## config.mk

```make
export PLATFORM = sky130hd
export DESIGN_NAME = viterbi_codec
export DESIGN_NICKNAME = d
export VERILOG_FILES = /design/src/rtl/viterbi_codec.sv
export SDC_FILE = /design/constraint.sdc
export NUM_CORES = 1
export LEC_CHECK = 0
export ABC_AREA = 1
export CAP_MARGIN = 20
export CORE_ASPECT_RATIO = 1.4
export CORE_MARGIN = 2
export CORE_UTILIZATION = 50
export CTS_CLUSTER_DIAMETER = 50
export CTS_CLUSTER_SIZE = 25
export DETAILED_ROUTE_END_ITERATION = 8
export PLACE_DENSITY = 0.73
export SYNTH_ARGS = -nofsm -noshare
export SYNTH_HDL_FRONTEND = slang
export SYNTH_SLANG_ARGS = --single-unit
```

## constraint.sdc

```tcl
create_clock -name clk -period 4.88 [get_ports clk]
set_clock_uncertainty 0.05 [all_clocks]
set_input_delay 0.976 -clock clk [delete_from_list [all_inputs] [get_ports clk]]
set_output_delay 0.976 -clock clk [all_outputs]
set_load 0.005 [all_outputs]
```

## src/rtl/viterbi_codec.sv

```systemverilog
// Rate-1/2, K=3 (octal 7,5) convolutional encoder and a 4-state hard-decision
// Viterbi decoder with register-exchange survivor memory. The two paths are independent.
module viterbi_codec #(
  parameter int TB_DEPTH = 16
) (
  input  logic       clk,
  input  logic       rst,
  input  logic       enable_encoder_i,
  input  logic       encoder_i,
  output logic       valid_encoder_o,
  output logic [1:0] encoder_o,
  input  logic       enable_decoder_i,
  input  logic [1:0] decoder_i,
  output logic       decoder_o,
  output logic       decoder_valid_o
);

  localparam int D  = TB_DEPTH;
  localparam int CW = $clog2(D + 1);
  // Decoding assumes the encoder starts in state 0, so the other states start penalised.
  localparam logic [3:0][5:0] PM_INIT = {6'd16, 6'd16, 6'd16, 6'd0};

  logic [1:0] enc_state_q, enc_state_d;
  logic [1:0] enc_sym_q, enc_sym_d;
  logic       enc_valid_q, enc_valid_d;

  always_comb begin
    enc_state_d = enc_state_q;
    enc_sym_d   = enc_sym_q;
    enc_valid_d = 1'b0;
    if (enable_encoder_i) begin
      enc_sym_d   = {encoder_i ^ enc_state_q[1] ^ enc_state_q[0], encoder_i ^ enc_state_q[0]};
      enc_state_d = {encoder_i, enc_state_q[1]};
      enc_valid_d = 1'b1;
    end
  end

  always_ff @(posedge clk or negedge rst) begin
    if (!rst) begin
      enc_state_q <= 2'b00;
      enc_sym_q   <= 2'b00;
      enc_valid_q <= 1'b0;
    end else begin
      enc_state_q <= enc_state_d;
      enc_sym_q   <= enc_sym_d;
      enc_valid_q <= enc_valid_d;
    end
  end

  assign encoder_o       = enc_sym_q;
  assign valid_encoder_o = enc_valid_q;

  logic [3:0][5:0]   pm_q, pm_d, acs_pm;
  logic [3:0][D-1:0] surv_q, surv_d, acs_surv;
  logic [CW-1:0]     cnt_q, cnt_d;
  logic              dec_bit_q, dec_bit_d;
  logic              dec_valid_q, dec_valid_d;
  logic [1:0]        lo_idx, hi_idx, best_idx;
  logic [5:0]        lo_pm, hi_pm;
  logic              norm;

  // State {b,a} is reached from {a,0} and {a,1} with input b.
  generate
    for (genvar gi = 0; gi < 4; gi++) begin : g_acs
      localparam int A = gi % 2;
      localparam int B = gi / 2;
      localparam logic [1:0] EXP0 = 2'(2 * (B ^ A) + B);
      localparam logic [1:0] EXP1 = 2'(2 * (B ^ A ^ 1) + (B ^ 1));
      logic [1:0] diff0, diff1;
      logic [5:0] cand0, cand1;
      logic       take1;

      assign diff0 = decoder_i ^ EXP0;
      assign diff1 = decoder_i ^ EXP1;
      assign cand0 = pm_q[2*A]   + {5'd0, diff0[1]} + {5'd0, diff0[0]};
      assign cand1 = pm_q[2*A+1] + {5'd0, diff1[1]} + {5'd0, diff1[0]};
      // Strict compare: a tie keeps the x=0 predecessor.
      assign take1 = (cand1 < cand0);
      assign acs_pm[gi]   = take1 ? cand1 : cand0;
      assign acs_surv[gi] = {take1 ? surv_q[2*A+1][D-2:0] : surv_q[2*A][D-2:0], B[0]};
    end
  endgenerate

  // Best state is taken from the registered metrics, keeping it off the ACS path.
  always_comb begin
    lo_idx   = (pm_q[1] < pm_q[0]) ? 2'd1 : 2'd0;
    lo_pm    = pm_q[lo_idx];
    hi_idx   = (pm_q[3] < pm_q[2]) ? 2'd3 : 2'd2;
    hi_pm    = pm_q[hi_idx];
    best_idx = (hi_pm < lo_pm) ? hi_idx : lo_idx;
  end

  assign norm = acs_pm[0][5] & acs_pm[1][5] & acs_pm[2][5] & acs_pm[3][5];

  always_comb begin
    pm_d        = pm_q;
    surv_d      = surv_q;
    cnt_d       = cnt_q;
    dec_bit_d   = dec_bit_q;
    dec_valid_d = 1'b0;
    if (enable_decoder_i) begin
      pm_d = acs_pm;
      if (norm) begin
        for (int i = 0; i < 4; i++) begin
          pm_d[i][5] = 1'b0;
        end
      end
      surv_d      = acs_surv;
      dec_bit_d   = surv_q[best_idx][D-1];
      dec_valid_d = (cnt_q == CW'(D));
      if (cnt_q != CW'(D)) begin
        cnt_d = cnt_q + CW'(1);
      end
    end
  end

  always_ff @(posedge clk or negedge rst) begin
    if (!rst) begin
      pm_q        <= PM_INIT;
      surv_q      <= '0;
      cnt_q       <= '0;
      dec_bit_q   <= 1'b0;
      dec_valid_q <= 1'b0;
    end else begin
      pm_q        <= pm_d;
      surv_q      <= surv_d;
      cnt_q       <= cnt_d;
      dec_bit_q   <= dec_bit_d;
      dec_valid_q <= dec_valid_d;
    end
  end

  assign decoder_o       = dec_bit_q;
  assign decoder_valid_o = dec_valid_q;

endmodule

```

; Word-level counts from Yosys, hierarchy flattened
; Cells that the tools add are included.
[classes]
addsub = 17
bitwise_logic = 9
n_shift = 0
n_div = 0
reduce_logical = 1
n_eq_ne = 2
n_mux = 23
magnitude_cmp = 10
multipliers = 0
[op_table]
columns = op, count
row1 = $add 6x1->6, 16
row2 = $mux 15, 4
row3 = $lt 6x6->1, 7
row4 = $mux 6, 6
row5 = $bmux 16 s2, 1
row6 = $bmux 6 s2, 2
row7 = $mux 16, 1
row8 = $mux 1, 8
row9 = $lt 2x3->1 const B, 2
row10 = $add 5x1->5 const B, 1
row11 = $eq 5x5->1 const B, 1
row12 = $ne 5x5->1 const B, 1
row13 = $and 1x1->1, 3
row14 = $lt 1x3->1 const B, 1
row15 = $xor 1x1->1, 3
row16 = $mux 2, 1
row17 = $not 1->1, 2
row18 = $not 2->2, 1
row19 = $reduce_and 2->1, 1
[word_totals]
inputBits = 7
latchBits = 0
wordCells = 76
memories = 0
mem_bits_ro = 0
out_inout_bits = 5
mem_bits_rw = 0
regBits = 98

; Longest topological paths before layout
; Gate-level depths: netlist of run 1.
[logic_depth]
depth_word = 9
mapped_depth = 18
ltp_nobuf = 18

; Worst setup path before layout of run 1
; OpenSTA, ideal clock, no wires.
[synth_path]
path_type = input port to flip-flop
from = input port decoder_i[1]
to = register pm_q[11] (netlist bit)
n_path_buf = 0
required_ps = 4713
setup_slack_ps = 1428
arrival_ps = 3285
stages = 17
setup_ps = 117
path_cell_list = inv_1 fa_1 inv_1 ha_1 nand3_1 xor2_1 inv_1 ha_1 nand2_1 o21a_1 nand2_1 inv_1 or2_1 nand2_1 nand4_2 nand3_1 nand2_1
[synth_via]
elab_chain_cells = 9
elab_cells_between_ends = 30
classes_between = add/sub (16) / order compare (4) / mux (5) / bitwise (5)
[synth_rtl]
columns = item, line
row1 = from (decl), 13  ; input logic [1:0] decoder_i,
row2 = $not 2->2 (no line) or $not 1->1 (tied branches), -
row3 = "$add 6x1->6, on equally long branches (2 in a row)", "76, 75"
row4 = $lt 6x6->1, 78  ; assign take1 = (cand1 < cand0);
row5 = $mux 6, 79  ; assign acs_pm[gi] = take1 ? cand1 : cand0;
row6 = $and 1x1->1 (3 in a row), 93  ; assign norm = acs_pm[0][5] & acs_pm[1][5] & acs_pm[2][5] & acs_pm[3][5];
row7 = $mux 1 *, 103  ; if (norm) begin
row8 = to (signal assigned), 125  ; pm_q <= pm_d;
row9 = to (decl), 53  ; logic [3:0][5:0] pm_q, pm_d, acs_pm;
; Every way passes the cells marked *; elsewhere a longest branch is shown, timed or not.
; A chain may end at the register's enable or synchronous reset.

; Final worst setup path of run 1
[layout_path]
from = input port decoder_i[0]
to = register surv_q[7] (netlist bit)
[layout_via]
elab_chain_cells = 4
elab_cells_between_ends = 5
classes_between = add/sub (2) / order compare (1) / mux (1) / bitwise (1)
[layout_rtl]
columns = item, line
row1 = $not 2->2 (no line), -
row2 = $add 6x1->6, 76  ; assign cand1 = pm_q[2*A+1] + {5'd0, diff1[1]} + {5'd0, diff1[0]};
row3 = $lt 6x6->1 *, 78
row4 = $mux 15 *, 80  ; assign acs_surv[gi] = {take1 ? surv_q[2*A+1][D-2:0] : surv_q[2*A][D-2:0], B[0]};
row5 = to (signal assigned), 126  ; surv_q <= surv_d;
row6 = to (decl), 54  ; logic [3:0][D-1:0] surv_q, surv_d, acs_surv;
; Marked as above.

==> flow_summary.ini, run 1 <==
[yosys]
synth.cell_area_um2 = 6070
yosys_warnings = 0
netlist.area_leader.share_pct = 37.9
synth_cell_types = 38
synth_seq_cells = 95
async_flop_share_pct = 100
syn_nets = 818
synth_top_area_cell = dfrtp_1
synth_area_per_cell_um2 = 8.02
synth_edf_count = 0
synth_flop_cell = dfrtp_1
synth-seq-area-share_pct = 39.2
synthCells = 757
yosys-top-cells-area = dfrtp_1, o21ai_0, ha_1, nand2_1, inv_1

[setup_path]
r2r_end = decoder_o
rrSetupSlack_ps = 1300
cpPeakStageDelay_ps = 520
crit_required_ps = 5030
cp.buffers_inverters = 4
end_kind = flop
endpoint = surv_q[7]
r2r_cells = 15
r2r-start = pm_q[16]
cp_cell_sequence = clkdlybuf4s50_1 -> inv_1 -> fa_1 -> ha_1 -> nand2_1 -> xor2_1 -> inv_1 -> ha_1 -> nand2_1 -> nor2_1 -> o21ai_1 -> nand2_1 -> buf_4 -> a21oi_1 -> o21ai_0 -> o21ai_0
crit_slowest_cell = fa_1
crit_top_cell = nand2_1
arrival_ps = 4240
crit_family = adder cells
critPathLaunch = decoder_i[0]
cp.depth = 16
critical_path_class = in -> reg
crit_fanout = 15
startpoint_type = primary input

[layout]
layout_commonest_cell = o21ai_0
nNetsFinal = 814
post-route-util_pct = 55.5
diodes = 0
regArea_um2 = 2380
multi_input_area_um2 = 3160
drive_gt1_share_pct = 6.86
num-fill-cells = 1069
synthToLayoutAreaGrowth_pct = 8.10
final_cell_mix = o21ai_0, nand2_1, dfrtp_1

[floorplanning]
fp.dieW_um = 97.1
die_area_um2 = 13000
start_util_pct = 51.3
fp-row-count = 47
core_um2 = 11800
die-height_um = 134
io_pins = 12

[cts]
clock_sinks = 95
clockBufferDepth = 2
clkSlewWorstSetupHoldPaths_ps = 70
cts_max_level = 3
cts_resized = 0
cts_setup_buffers = 0
cts_tree = yes
clock_latency_ps = 340
cts_buffers = 9
cts_root_buf = clkbuf_16
holdBufCountCts = 0

[sta]
slew-limit-headroom_pct = 39.1
final-setup-viol-count = 0
hold_viol_final = 0
period_needed_ps = 4100
worst_slack_ps = 784
slew_viol_final = 0
final_min_period_over_clock_period_pct = 83.9
rsz0062_at_grt = no
tightest_slew_ps = 914
timing.setup.tns_ps = 0
maxClockFrequency_ghz = 0.244

[drt]
vias = 5069
drtIter0Drc = 318
wl_um = 14200
drc = 0
post_drt_wl_per_cell_um = 15.7
antenna_left = 0
drt_pass1_iterations = 5
avgViaCountPerCell = 5.60

[global_route]
grtUsageTotal_pct = 22.9
grt_pass1_vias = 5094
antenna_found_initial = 0
grt_pass1_wl_um = 24200
grt_start_max_net_pins = 82
grt_overflow_total = 0

[outcome]
status = finished clean

[placed_design]
gp_routability_congestion = 0.919
io_buffers = 11
dp_hpwl_um = 9830
pre_cts_ws_ps = 493

[job]
maxCapViolations = 0

[hold_path]
hold_path.class = reg -> reg
-- layer usage --
| layer | global-route usage, % | routed length (µm) | vias to the layer above |
|---|---|---|---|
| li1 | - | - | 2472 |
| met1 | 27.8 | 6000 | 2452 |
| met2 | 39.6 | 7250 | 109 |
| met3 | 3.49 | 461 | 36 |
| met4 | 11.4 | 458 | 0 |
| met5 | 0 | 0 | - |
-- worst min-delay path by stage --
stage | from | to | cells after the start
after CTS | surv_q[48] | surv_q[48] | 1
after global placement | surv_q[48] | surv_q[48] | 1
after detailed placement | surv_q[48] | surv_q[48] | 1
after floorplan | surv_q[48] | surv_q[48] | 1
after global routing | surv_q[48] | surv_q[48] | 1
final | enc_state_q[1] | enc_state_q[1] | 2
-- state kept, by name (all words and copies together) (netlist names) --
name and count:
decoder_valid_o 1, valid_encoder_o 1, surv_q 59, decoder_o 1, pm_q 24, encoder_o 2
cnt_q 5, enc_state_q 2
-- cells in the mapped netlist, types with 2 or more instances --
cell and number:
buf_1 4, o22ai_1 2, dfrtp_1 92, clkbuf_1 20
inv_1 88, o21ai_2 2, o21ai_0 155, inv_2 5
a21oi_1 61, ha_1 45, nand2_1 123, buf_4 4
xnor2_1 7, xor2_1 29, nand3_1 22, fa_1 9
o21a_1 8, buf_2 8, nor2_1 46, dfstp_2 3
nor3_2 3, o21ai_1 5
-- worst register-to-register path, cell delays in order, from the launching register on --
cell      delay [ps]
dfstp_2          560
inv_1            120
ha_1             320
nand2_1          100
inv_1             50
a21oi_1          250
nand2_1          350
o21ai_0          390
ha_1             300
a21oi_1          130
nor2_1            50
a211oi_1         360
o211a_1          230
a21oi_1           60
nand2_1          100
nand2_1           50
-- through the flow --
stage                     hold WS [ps]  instance area [µm²]  std cells
after floorplan                    389                 6070        757
after CTS                          430                 6560        905
after global placement             402                 6270        889
after detailed placement           407                 6270        889
final                              424                 6560        905
after global routing               443                 6560        905
-- final cells by class --
cell class / instances / share of cell area [%]
well taps: 147 / 2.80
clock buffers: 12 / 3.91
repair buffers: 22 / 2.82
multi-input cells: 531 / 48.2
inverters: 94 / 5.42
flip-flops and latches: 95 / 36.3
clock inverters: 4 / 0.572
-- cell families (layout without fill, tap and decap cells) --
family / Yosys count / count (layout) / share of synthesized area [%]
XOR/XNOR: 36 / 36 / 5.19
buffers and inverters: 131 / 132 / 8.68
flip-flops: 95 / 95 / 39.2
AND/OR/NAND/NOR: 204 / 204 / 14.4
AO/OA/AOI/OAI: 237 / 237 / 20.3
adder cells (fa/ha/maj): 54 / 54 / 12.2
Power of run 1 is left out: the tool's default activity adds up to more than one toggle a clock period on the data nets, which glitch-free logic cannot reach.
==> run 2: changes to the inputs <==
Settings changed: PLACE_DENSITY 0.73 to 0.76.
Clock period 4.88 ns to 3.65 ns, I/O delays scaled along.
==> run 2 against run 1 <==
Register-to-register slack worse by 770 ps. First-iteration DRC count fell by 1.9%. Sequential share of layout area shrank 2.0 points. Highest routed layer unchanged. Sequential cell count unchanged. Die area stayed put. Clock-buffer cell count shrank 3. Critical path type unchanged. Critical endpoint is now pm_q[14]. Cell area rose by 5.9%.
==> flow_summary.ini, run 2 (synthesis results as in run 1) <==
[layout]
final_cell_mix = o21ai_0, nand2_1, dfrtp_1
reg.largest.list = surv_q x59, pm_q x24, cnt_q x5
diodes = 0
largest_register = surv_q
drive_gt1_share_pct = 13.1
layout_commonest_cell = o21ai_0
nNetsFinal = 852
synthToLayoutAreaGrowth_pct = 14.5
largest_register_ffs = 59
num-fill-cells = 994

[drt]
vias = 5304
antenna_left = 0
post_drt_wl_per_cell_um = 15.8
drt_pass1_iterations = 5
drtIter0Drc = 312
avgViaCountPerCell = 5.62
wl_um = 14900
drc = 0

[cts]
clock_latency_ps = 350
cts_tree = yes
clkSlewWorstSetupHoldPaths_ps = 70
cts_max_level = 3
holdBufCountCts = 0
clockBufferDepth = 2
cts_root_buf = clkbuf_16
clock_sinks = 95
cts_buffers = 9

[placed_design]
dp_hpwl_um = 10400
gp_routability_congestion = 0.949
io_buffers = 11

[setup_path]
crit_slowest_cell = clkdlybuf4s50_1
arrival_ps = 3630
r2r_end = decoder_o
rrSetupSlack_ps = 530
crit_fanout = 34
critical_path_class = in -> reg
startpoint_type = primary input
r2r-start = pm_q[16]
end_kind = flop
r2r_cells = 16
crit_required_ps = 3790
cpPeakStageDelay_ps = 450
cp_cell_sequence = clkdlybuf4s50_1 -> buf_4 -> fa_1 -> ha_2 -> nand2_1 -> xor2_1 -> inv_1 -> ha_1 -> nand2_1 -> nor2_1 -> o21ai_1 -> and2_4 -> inv_6 -> a21oi_1 -> o21ai_1 -> o21ai_0

[floorplanning]
start_util_pct = 51.3
fp.dieW_um = 97.1
fp-row-count = 47
die-height_um = 134
core_um2 = 11800
io_pins = 12
die_area_um2 = 13000

[sta]
slew-limit-headroom_pct = 47.2
final-setup-viol-count = 0
final_min_period_over_clock_period_pct = 95.8
slew_viol_final = 0
tightest_slew_ps = 792
hold_viol_final = 0
maxClockFrequency_ghz = 0.286
period_needed_ps = 3500
timing.setup.tns_ps = 0

[global_route]
grt_pass1_wl_um = 25100
grtUsageTotal_pct = 23.6
antenna_found_initial = 0
grt_overflow_total = 0
grt_pass1_vias = 5271
grt_start_max_net_pins = 86

[job]
maxCapViolations = 0

[outcome]
status = finished clean

[hold_path]
hold_path.class = in -> async
## run 2: how the worst max path moves through the flow
stage                 startpoint  endpoint  depth (start not counted)
floorplan           decoder_i[1]  pm_q[11]                         17
global placement    decoder_i[1]  pm_q[14]                         14
detailed placement  decoder_i[0]  pm_q[14]                         15
CTS                 decoder_i[1]  pm_q[14]                         14
global route        decoder_i[0]  pm_q[23]                         17
finish              decoder_i[1]  pm_q[14]                         16
## run 2: cell type report
class                   count  area, µm²  area share, %
multi-input cells         531       3220           46.3
clock inverters             7       71.3           1.03
flip-flops and latches     95       2380           34.3
clock buffers               9        225           3.24
well taps                 147        184           2.65
repair buffers             60        512           7.36
inverters                  94        360           5.19
## run 2: per-layer routing
layer	vias to the layer above	track usage, %	wire length, µm
met5	-	0	0
met4	0	13.4	712
met3	53	3.13	568
met2	148	41.6	7570
met1	2555	27.6	6010
li1	2548	-	-
## run 2: metrics by stage
stage | worst slack (ps) | hold slack, ps | util [%] | instances | area, µm²
floorplan | 444 | 384 | - | 757 | 6070
global placement | -347 | 401 | 55.6 | 925 | 6580
detailed placement | -480 | 409 | 55.6 | 925 | 6580
CTS | -0.000888 | 326 | 58.2 | 941 | 6870
global route | -47.4 | 345 | 58.8 | 943 | 6950
finish | 152 | 304 | 58.8 | 943 | 6950
## run 2: critical path, delay by kind of cell
family | cells | cell delay (ps)
adders and majority gates | 3 | 910
buffers and inverters | 4 | 910
and+or+nand+nor | 4 | 490
AOI/OAI and AO/OA | 4 | 450
xor gates and xnor gates | 1 | 150
## run 2: what timing repair did
item                                    CTS  global route
endpoints found under the setup margin   15            54
buffers inserted                          0             2
pin swaps                                 0             2
resized for setup                         1            21
cloned                                    0             0
Power of run 2 is left out for the same reason.
==> run 3: changes to the inputs <==
Settings changed: SLEW_MARGIN set to 20.
==> results of run 3 <==
The final DEF is identical to that of run 2; final timing and power are the same.
Power of run 3 is left out for the same reason.
